### config.mk
export PLATFORM = sky130hd
export DESIGN_NAME = pm_capture_ctrl
export DESIGN_NICKNAME = d
export VERILOG_FILES = /design/src/rtl/pm_pkg.sv /design/src/rtl/pm_sample_fifo.sv /design/src/rtl/pm_capture_ctrl.sv
export SDC_FILE = /design/constraint.sdc
export NUM_CORES = 2
export LEC_CHECK = 0
export BUFFER_PORTS_ARGS = -buffer_cell sky130_fd_sc_hd__buf_2
export CAP_MARGIN = 20
export CORE_UTILIZATION = 40
export CTS_CLUSTER_DIAMETER = 30
export DETAILED_ROUTE_END_ITERATION = 10
export PLACE_DENSITY_LB_ADDON = 0.3
export SYNTH_ARGS = -nofsm -noshare
export SYNTH_HDL_FRONTEND = slang
export SYNTH_HIERARCHICAL = 1
export SYNTH_SLANG_ARGS = --single-unit
### constraint.sdc
create_clock -name i_clk -period 24.6 [get_ports i_clk]
set_input_delay 4.92 -clock i_clk [delete_from_list [all_inputs] [get_ports i_clk]]
set_output_delay 4.92 -clock i_clk [all_outputs]
set_load 0.02 [all_outputs]
### src/rtl/pm_pkg.sv
// Shared types and constants for the postmortem capture sequencer:
// capture/issuer state encodings, writer word size and header formatting.
package pm_pkg;

  typedef enum logic [2:0] {
    ST_IDLE   = 3'd0,
    ST_ARMED  = 3'd1,
    ST_POST   = 3'd2,
    ST_DRAIN  = 3'd3,
    ST_FROZEN = 3'd4
  } pm_state_e;

  typedef enum logic {
    W_IDLE = 1'b0,
    W_BUSY = 1'b1
  } wr_state_e;

  localparam int unsigned WORD_BYTES = 8;
  localparam logic [7:0]  HDR_MAGIC  = 8'hA5;

  // Byte address of a ring entry; each entry is one 64-bit writer word.
  function automatic logic [39:0] ring_addr(input logic [39:0] base,
                                            input logic [31:0] idx);
    return base + 40'(idx) * 40'(WORD_BYTES);
  endfunction

  // Header word: magic, wrap flag, overflow count, zero-extended trigger index.
  function automatic logic [63:0] hdr_word(input logic        wrapped,
                                           input logic [15:0] ovf,
                                           input logic [31:0] trig);
    return {HDR_MAGIC, 7'b0, wrapped, ovf, trig};
  endfunction

endpackage

### src/rtl/pm_sample_fifo.sv
// Synchronous show-ahead FIFO holding {ring index, sample} pairs between
// the sample stream and the single-beat writer issuer.
module pm_sample_fifo #(
  parameter int unsigned WIDTH = 76,
  parameter int unsigned LOG2  = 4
) (
  input  logic             i_clk,
  input  logic             i_rst,
  input  logic             push,
  input  logic [WIDTH-1:0] push_data,
  input  logic             pop,
  output logic [WIDTH-1:0] rd_data,
  output logic             full,
  output logic             empty
);

  localparam int unsigned DEPTH = 2 ** LOG2;

  logic [WIDTH-1:0] mem [DEPTH];
  logic [LOG2:0]    wr_ptr;
  logic [LOG2:0]    rd_ptr;

  assign empty   = (wr_ptr == rd_ptr);
  assign full    = (wr_ptr[LOG2] != rd_ptr[LOG2]) &&
                   (wr_ptr[LOG2-1:0] == rd_ptr[LOG2-1:0]);
  assign rd_data = mem[rd_ptr[LOG2-1:0]];

  always_ff @(posedge i_clk or negedge i_rst) begin
    if (!i_rst) begin
      wr_ptr <= '0;
      rd_ptr <= '0;
    end else begin
      if (push) wr_ptr <= wr_ptr + (LOG2 + 1)'(1);
      if (pop)  rd_ptr <= rd_ptr + (LOG2 + 1)'(1);
    end
  end

  // NOTE: storage is deliberately not reset; only the pointers define validity,
  // and leaving it reset-free lets it map onto plain RAM.
  always_ff @(posedge i_clk) begin
    if (push) mem[wr_ptr[LOG2-1:0]] <= push_data;
  end

endmodule

### src/rtl/pm_capture_ctrl.sv
// Postmortem capture sequencer: buffers samples, issues one writer transaction
// per sample into a DDR ring, freezes after a trigger. Optional macro PM_HDR_EN.
module pm_capture_ctrl
  import pm_pkg::*;
#(
  parameter logic [39:0] BASE_ADDR  = 40'h0_1000_0000,
  parameter int unsigned DEPTH_LOG2 = 12,
  parameter int unsigned POST_CNT   = 1024,
  parameter int unsigned FIFO_LOG2  = 4,
  parameter logic [39:0] HDR_ADDR   = 40'h0_0FFF_FFF8
) (
  input  logic                  i_clk,
  input  logic                  i_rst,
  input  logic                  i_arm,
  input  logic                  i_trig,
  input  logic                  i_smp_valid,
  input  logic [63:0]           i_smp_data,
  output logic                  o_wr_start,
  output logic [39:0]           o_wr_addr,
  output logic [63:0]           o_wr_data,
  input  logic                  i_wr_done,
  output logic [2:0]            o_state,
  output logic                  o_frozen,
  output logic [DEPTH_LOG2-1:0] o_trig_idx,
  output logic                  o_wrapped,
  output logic [15:0]           o_ovf_cnt
);

  localparam int unsigned           FW        = DEPTH_LOG2 + 64;
  localparam logic [DEPTH_LOG2-1:0] IDX_MAX   = '1;
  localparam logic [DEPTH_LOG2-1:0] POST_LAST = DEPTH_LOG2'(POST_CNT - 1);

  pm_state_e             state, state_nxt;
  wr_state_e             w_state, w_state_nxt;
  logic [DEPTH_LOG2-1:0] wr_idx;
  logic [DEPTH_LOG2-1:0] post_cnt;

  logic          fifo_push, fifo_pop, fifo_full, fifo_empty;
  logic [FW-1:0] fifo_rd;
  logic          capture, drop, arm_now, trig_now, counting, post_hit;
  logic          issue_hdr, drain_done;

`ifdef PM_HDR_EN
  logic hdr_sent;
`else
  logic [39:0] unused_hdr_addr;
  assign unused_hdr_addr = HDR_ADDR;
`endif

  pm_sample_fifo #(
    .WIDTH (FW),
    .LOG2  (FIFO_LOG2)
  ) u_fifo (
    .i_clk     (i_clk),
    .i_rst     (i_rst),
    .push      (fifo_push),
    .push_data ({wr_idx, i_smp_data}),
    .pop       (fifo_pop),
    .rd_data   (fifo_rd),
    .full      (fifo_full),
    .empty     (fifo_empty)
  );

  // Issuer: one outstanding writer transaction; the header goes out only once
  // the ring data has fully drained.
  always_comb begin
    // NOTE: combinational blocks use blocking '=' and give every output a
    // default first, so no path leaves a value held (no latch is inferred).
    w_state_nxt = w_state;
    fifo_pop    = 1'b0;
    issue_hdr   = 1'b0;
    case (w_state)
      W_IDLE: begin
        if (!fifo_empty) begin
          fifo_pop    = 1'b1;
          w_state_nxt = W_BUSY;
        end
`ifdef PM_HDR_EN
        else if (state == ST_DRAIN && !hdr_sent) begin
          issue_hdr   = 1'b1;
          w_state_nxt = W_BUSY;
        end
`endif
      end
      W_BUSY: if (i_wr_done) w_state_nxt = W_IDLE;
      default: w_state_nxt = W_IDLE;
    endcase
  end

  always_comb begin
    capture   = (state == ST_ARMED || state == ST_POST) && i_smp_valid;
    // A pop in the same cycle frees a slot, so a full FIFO can still accept.
    fifo_push = capture && (!fifo_full || fifo_pop);
    drop      = capture && fifo_full && !fifo_pop;
    arm_now   = (state == ST_IDLE || state == ST_FROZEN) && i_arm;
    trig_now  = (state == ST_ARMED) && i_trig;
    counting  = trig_now || (state == ST_POST);
    post_hit  = counting && fifo_push && (post_cnt == POST_LAST);
`ifdef PM_HDR_EN
    drain_done = hdr_sent && (w_state == W_IDLE);
`else
    drain_done = fifo_empty && (w_state == W_IDLE);
`endif
  end

  always_comb begin
    state_nxt = state;
    case (state)
      ST_IDLE:   if (arm_now)    state_nxt = ST_ARMED;
      ST_ARMED:  if (trig_now)   state_nxt = post_hit ? ST_DRAIN : ST_POST;
      ST_POST:   if (post_hit)   state_nxt = ST_DRAIN;
      ST_DRAIN:  if (drain_done) state_nxt = ST_FROZEN;
      ST_FROZEN: if (arm_now)    state_nxt = ST_ARMED;
      default:                   state_nxt = ST_IDLE;
    endcase
  end

  always_ff @(posedge i_clk or negedge i_rst) begin
    if (!i_rst) begin
      state      <= ST_IDLE;
      w_state    <= W_IDLE;
      o_wr_start <= 1'b0;
      o_wr_addr  <= '0;
      o_wr_data  <= '0;
      wr_idx     <= '0;
      post_cnt   <= '0;
      o_trig_idx <= '0;
      o_wrapped  <= 1'b0;
      o_ovf_cnt  <= '0;
`ifdef PM_HDR_EN
      hdr_sent   <= 1'b0;
`endif
    end else begin
      state      <= state_nxt;
      w_state    <= w_state_nxt;
      o_wr_start <= fifo_pop || issue_hdr;
      if (fifo_pop) begin
        o_wr_addr <= ring_addr(BASE_ADDR, 32'(fifo_rd[FW-1:64]));
        o_wr_data <= fifo_rd[63:0];
      end
`ifdef PM_HDR_EN
      else if (issue_hdr) begin
        o_wr_addr <= HDR_ADDR;
        o_wr_data <= hdr_word(o_wrapped, o_ovf_cnt, 32'(o_trig_idx));
      end
`endif
      if (arm_now) begin
        wr_idx     <= '0;
        post_cnt   <= '0;
        o_trig_idx <= '0;
        o_wrapped  <= 1'b0;
        o_ovf_cnt  <= '0;
`ifdef PM_HDR_EN
        hdr_sent   <= 1'b0;
`endif
      end else begin
        if (trig_now) o_trig_idx <= wr_idx;
        if (fifo_push) begin
          wr_idx <= wr_idx + DEPTH_LOG2'(1);
          if (wr_idx == IDX_MAX) o_wrapped <= 1'b1;
          if (counting) post_cnt <= post_cnt + DEPTH_LOG2'(1);
        end
        if (drop && o_ovf_cnt != 16'hFFFF) o_ovf_cnt <= o_ovf_cnt + 16'd1;
`ifdef PM_HDR_EN
        if (issue_hdr) hdr_sent <= 1'b1;
`endif
      end
    end
  end

  assign o_state  = state;
  assign o_frozen = (state == ST_FROZEN);

endmodule

**Word level (Yosys, flattened, before mapping)**

Memories as Yosys holds them, arrays and structs flattened.
Cells that the tools add are included.

- Memory bits (writable): 1,216
- Word-level logic and storage cells: 85
- Input bits: 70
- Memories kept: 1
- Register bits: 172

Memory list:

| memory | words | bits a word | read ports | clocked after Yosys merged registers in | wr ports | RTL line | RTL |
|---|---|---|---|---|---|---|---|
| u_fifo.mem | 16 | 76 | 1 | 0 | 1 | pm_sample_fifo.sv:19 | `logic [WIDTH-1:0] mem [DEPTH];` |

- Muxes and demuxes: 24
- Reduce and logical (&&, ||, !) cells: 27
- Bitwise gates (word level): 1
- Equality and inequality tests: 14
- $add $sub $neg: 6

Operators with widths:

| kind | count |
|---|---|
| 2-to-1 mux 12 bit | 7 |
| 2-to-1 mux 16 bit | 2 |
| adder 29 x 15 -> 30 bit, first input constant | 1 |
| adder 12 x 1 -> 12 bit, second input constant | 2 |
| adder 16 x 1 -> 16 bit, second input constant | 1 |
| != test 16 bit, second input constant | 1 |
| == test 12 x 10 -> 1 bit, second input constant | 1 |
| == test 12 bit, second input constant | 1 |
| 2-to-1 mux 3 bit | 4 |
| case mux 3 bit (4 select lines) | 1 |
| logical AND 1 bit | 11 |
| adder 5 x 1 -> 5 bit, second input constant | 2 |
| nonzero test 2 bit | 5 |
| 2-to-1 mux 1 bit | 9 |
| == test 3 x 2 -> 1 bit, second input constant | 2 |
| != test 2 bit, second input constant | 3 |
| == test 5 bit | 1 |
| == test 4 bit | 1 |
| logical OR 1 bit | 4 |
| AND reduction 2 bit | 2 |
| AND reduction 4 bit | 1 |
| == test 3 x 1 -> 1 bit, second input constant | 1 |
| == test 3 bit, second input constant | 1 |
| zero test 3 bit | 1 |
| other kinds (6) | 7 |

**Logic depth before layout (Yosys ltp)**

- Depth in word-level cells: 10
- Gate-level depth with buffers: 12

**By module**

Netlist, hierarchy kept.

By module, submodules not included:

| module | area each (um2) | instances | cells an instance |
|---|---|---|---|
| pm_sample_fifo | 46,837.4 | 1 | 2,095 |
| pm_capture_ctrl | 5,875.6 | 1 | 465 |

**Least setup slack after synthesis**

No wires, ideal clock.

- Path type: input to register
- Start: input i_smp_valid
- End: memory u_fifo.mem[2][0] (enable)
- Arrival: 11,049 ps
- Path buffers: 1
- Required time: 23,997 ps
- Stages: 5
- Slack: 12,948 ps
- Path through: nand2b_1 > nor3_1 > clkbuf_1 > nand2_1 > nor3_1

- Longest elaborated chain between the ends: 4

RTL lines:

| item | RTL line | RTL |
|---|---|---|
| start, declared | pm_capture_ctrl.sv:16 | `input logic i_smp_valid,` |
| logical AND 1 bit | pm_capture_ctrl.sv:91 | `capture = (state == ST_ARMED \|\| state == ST_POST) && i_smp_valid;` |
| logical AND 1 bit | pm_capture_ctrl.sv:93 | `fifo_push = capture && (!fifo_full \|\| fifo_pop);` |
| named net fifo_push | pm_capture_ctrl.sv:38 | `logic fifo_push, fifo_pop, fifo_full, fifo_empty;` |
| 2-to-1 mux 1 bit | pm_sample_fifo.sv:41 | `if (push) mem[wr_ptr[LOG2-1:0]] <= push_data;` |
| 2-to-1 mux 1 bit (implied by the code) | pm_sample_fifo.sv:41 |  |
| end, declared | pm_sample_fifo.sv:19 |  |

The timed path passes the listed nets, and every way through them passes these cells.

**Final worst setup path**

- Start: input i_smp_valid
- End: memory u_fifo.mem[4][20] (enable)

The elaborated chain is that of the path after synthesis.

==> flow_summary.ini <==
[run_status]
outcome = finished, final reports clean

[final_layout]
area_growth_pct = 24.5
final_cell_mix = edfxtp_1, clkbuf_16, mux2i_1
drive_gt1_share_pct = 32.6
final_area_um2 = 65600
diodes = 0
final_common_cell = edfxtp_1
fillers = 10400
finalNetCount = 3019
fin_cells = 4902

[job]
drv_cap = 0

[clock_tree]
cts.sinks = 1361
clkLatencyLatePin_ns = 0.89
cts-buffers-inserted = 294
htree_levels = 5
ctsHoldBuffers = 0
post-cts-setup-buffer-count = 0
post_cts_resize_count = 0
clk_path_buf_depth = 4
clk_pin_slew_worst_paths_ns = 0.04
cts_root_buffer = clkbuf_16
cts_tree = done

[route]
drc_errors = 0
drt_iter0_drc = 2177
routed_wl_um = 122000
detail_route.wl_per_cell_um = 24.8
vias_per_cell = 5.46
vias = 26700
first_pass_iters = 5
ant_nets = 0

[worst_setup_path]
crit_slowest_cell = nor2_4
cp_cell_sequence = buf_2 > nand2b_1 > nor3_1 > buf_4 > nand2b_1 > nor2_4 > buf_4
critPathLaunchType = input pin
crit_path_max_incr_delay_ns = 0.91
critPathKind = in2reg
worstPathMaxFanout = 49
critPathRequiredTime_ns = 25.04
worstPathArrival_ns = 7.86
worstSetupEndpointType = register

[global_routing]
antenna_found_initial = 9
grt_overflow = 0
grtUsageTotal_pct = 18.5
grt_max_degree = 159
grt_pass1_wl_um = 183000
grt_pass1_vias = 28600

[timing]
fmax_mhz = 135
rsz0062_at_grt = false
slew_headroom_pct = 21.6
hold_viol_final = 0
slew_violations = 0
period_needed_ns = 7.42
timing.final.crit_share_pct = 30.2
finalSetupViolCount = 0
tns_ns = 0
fin_skew_ns = 0.0653
tightest_slew_ns = 1.18

[floorplanning]
dieHeight_um = 365
dieWidth_um = 365
initial_core_util_pct = 40.5
fp-row-count = 132
ioPinCount = 208
die_area_um2 = 133000
core_um2 = 130000

[synthesis]
synth-xor-area-share_pct = 0.681
synth.avg_cell_area_um2 = 20.6
synth_cell_types = 55
yosys_warnings = 6
yosysSeqAreaShare_pct = 76.2
syn_inst = 2560
synthMuxAreaShare_pct = 15.9
synth-async-reset-ratio_pct = 10.7
ys_seq_elements = 1361
synth_top_family_by_area = multiplexers
ys.flop_type = edfxtp_1
synthAdderAreaFrac_pct = 0.190
synth-simple-area-share_pct = 1.76
syn_area_um2 = 52700
synth_edf_count = 1216
synth_compound_area_share_pct = 3.49

[placement]
portBuffers = 180
hpwl_um = 64600
dpl_cell_area_um2 = 55500
place_inst = 4384
finalWeightedCongestion = 0.768

[power]
powerDensity_nw_per_um2 = 135
leakage_nw = 22.6
power.total_mw = 8.87
peakVddDrop_mv = 0.115

[hold_path]
hp-class = reg2reg
-- power breakdown --
part	leakage, nW	switching (mW)	total (mW)	internal (mW)
logic	5.08	1.16	1.97	0.809
registers	12.7	0.141	2.93	2.79
clock network	4.81	1.21	3.96	2.75
-- cell families after synthesis --
family,after synthesis
AO/OA/AOI/OAI,260
XOR/XNOR,41
adder cells (fa/ha/maj),8
buffers and inverters,175
flip-flops,1361
multiplexers,542
other,1
AND/OR/NAND/NOR,172
-- synth_stat cells, drive strengths merged, types with 16 or more instances --
cell    count  share of area, %
a22oi      76               1.1
a32oi      76               1.3
mux4      228               9.7
xor2       16              0.27
dfrtp     145               6.9
nand2      37              0.26
o21ai      83              0.79
mux2       77               1.6
xnor2      25              0.42
nand4      16              0.19
buf       106               1.3
clkbuf     63              0.45
nor2       57              0.41
mux2i     237               4.5
edfxtp   1216                69
-- metrics by stage --
step	hold WS, ns	utilization [%]	setup WS (ns)
floorplan	0.462	-	12.95
global placement	0.453	42.6	16.39
detailed placement	0.452	42.6	16.30
CTS	0.471	50.4	17.17
global route	0.497	50.4	17.02
finish	0.466	50.4	17.18
-- cell type report --
class | count | area (um2) | share of cell area [%]
Tap cell | 1742 | 2180 | 3.32
Inverter | 6 | 23.8 | 0.0362
Clock buffer | 328 | 7650 | 11.7
Sequential cell | 1361 | 40200 | 61.2
Multi-Input combinational cell | 1050 | 11800 | 18.0
Clock inverter | 187 | 2390 | 3.65
Timing Repair Buffer | 228 | 1360 | 2.07
-- flip-flops by register name, indices dropped and copies added (netlist names) --
name           cells
o_wr_start         1
o_wr_addr         13
o_wr_data         64
u_fifo/wr_ptr      5
u_fifo/rd_ptr      5
o_wrapped          1
u_fifo/mem      1216
o_trig_idx        12
o_state            3
o_ovf_cnt         16
wr_idx            12
w_state            1
post_cnt          12
-- worst max-delay path: cells and delay by family --
kind / cells / cell delay [ns]
and+or+nand+nor: 4 / 1.62
buffers and inverters: 3 / 1.20
-- final timing paths --
check | from | cells after the start | to | slack, ns
worst min-delay path | o_wr_addr[28]$_DFFE_PN0P_ | 1 | o_wr_addr[28]$_DFFE_PN0P_ | 0.47
min in group asynchronous | i_rst | 1 | o_wr_addr[3]$_DFFE_PN0P_ | 4.11
worst max register to register | u_fifo/rd_ptr[1]$_DFFE_PN0P_ | 9 | u_fifo/mem[4][20]$_DFFE_PP_ | 19.70
worst max-delay path | i_smp_valid | 7 | u_fifo/mem[4][20]$_DFFE_PP_ | 17.18
worst min register to register | o_wr_addr[28]$_DFFE_PN0P_ | 1 | o_wr_addr[28]$_DFFE_PN0P_ | 0.47
max in group asynchronous | i_rst | 3 | o_ovf_cnt[6]$_DFFE_PN0P_ | 19.27
-- per-layer routing --
layer | up-vias | track usage (%) | wire [um]
met5 | - | 0 | 57
met1 | 14100 | 25.0 | 52400
met3 | 254 | 3.90 | 7030
li1 | 11400 | - | -
met2 | 936 | 29.8 | 59400
met4 | 8 | 6.36 | 2870
Power figures use the tool's default switching activity.
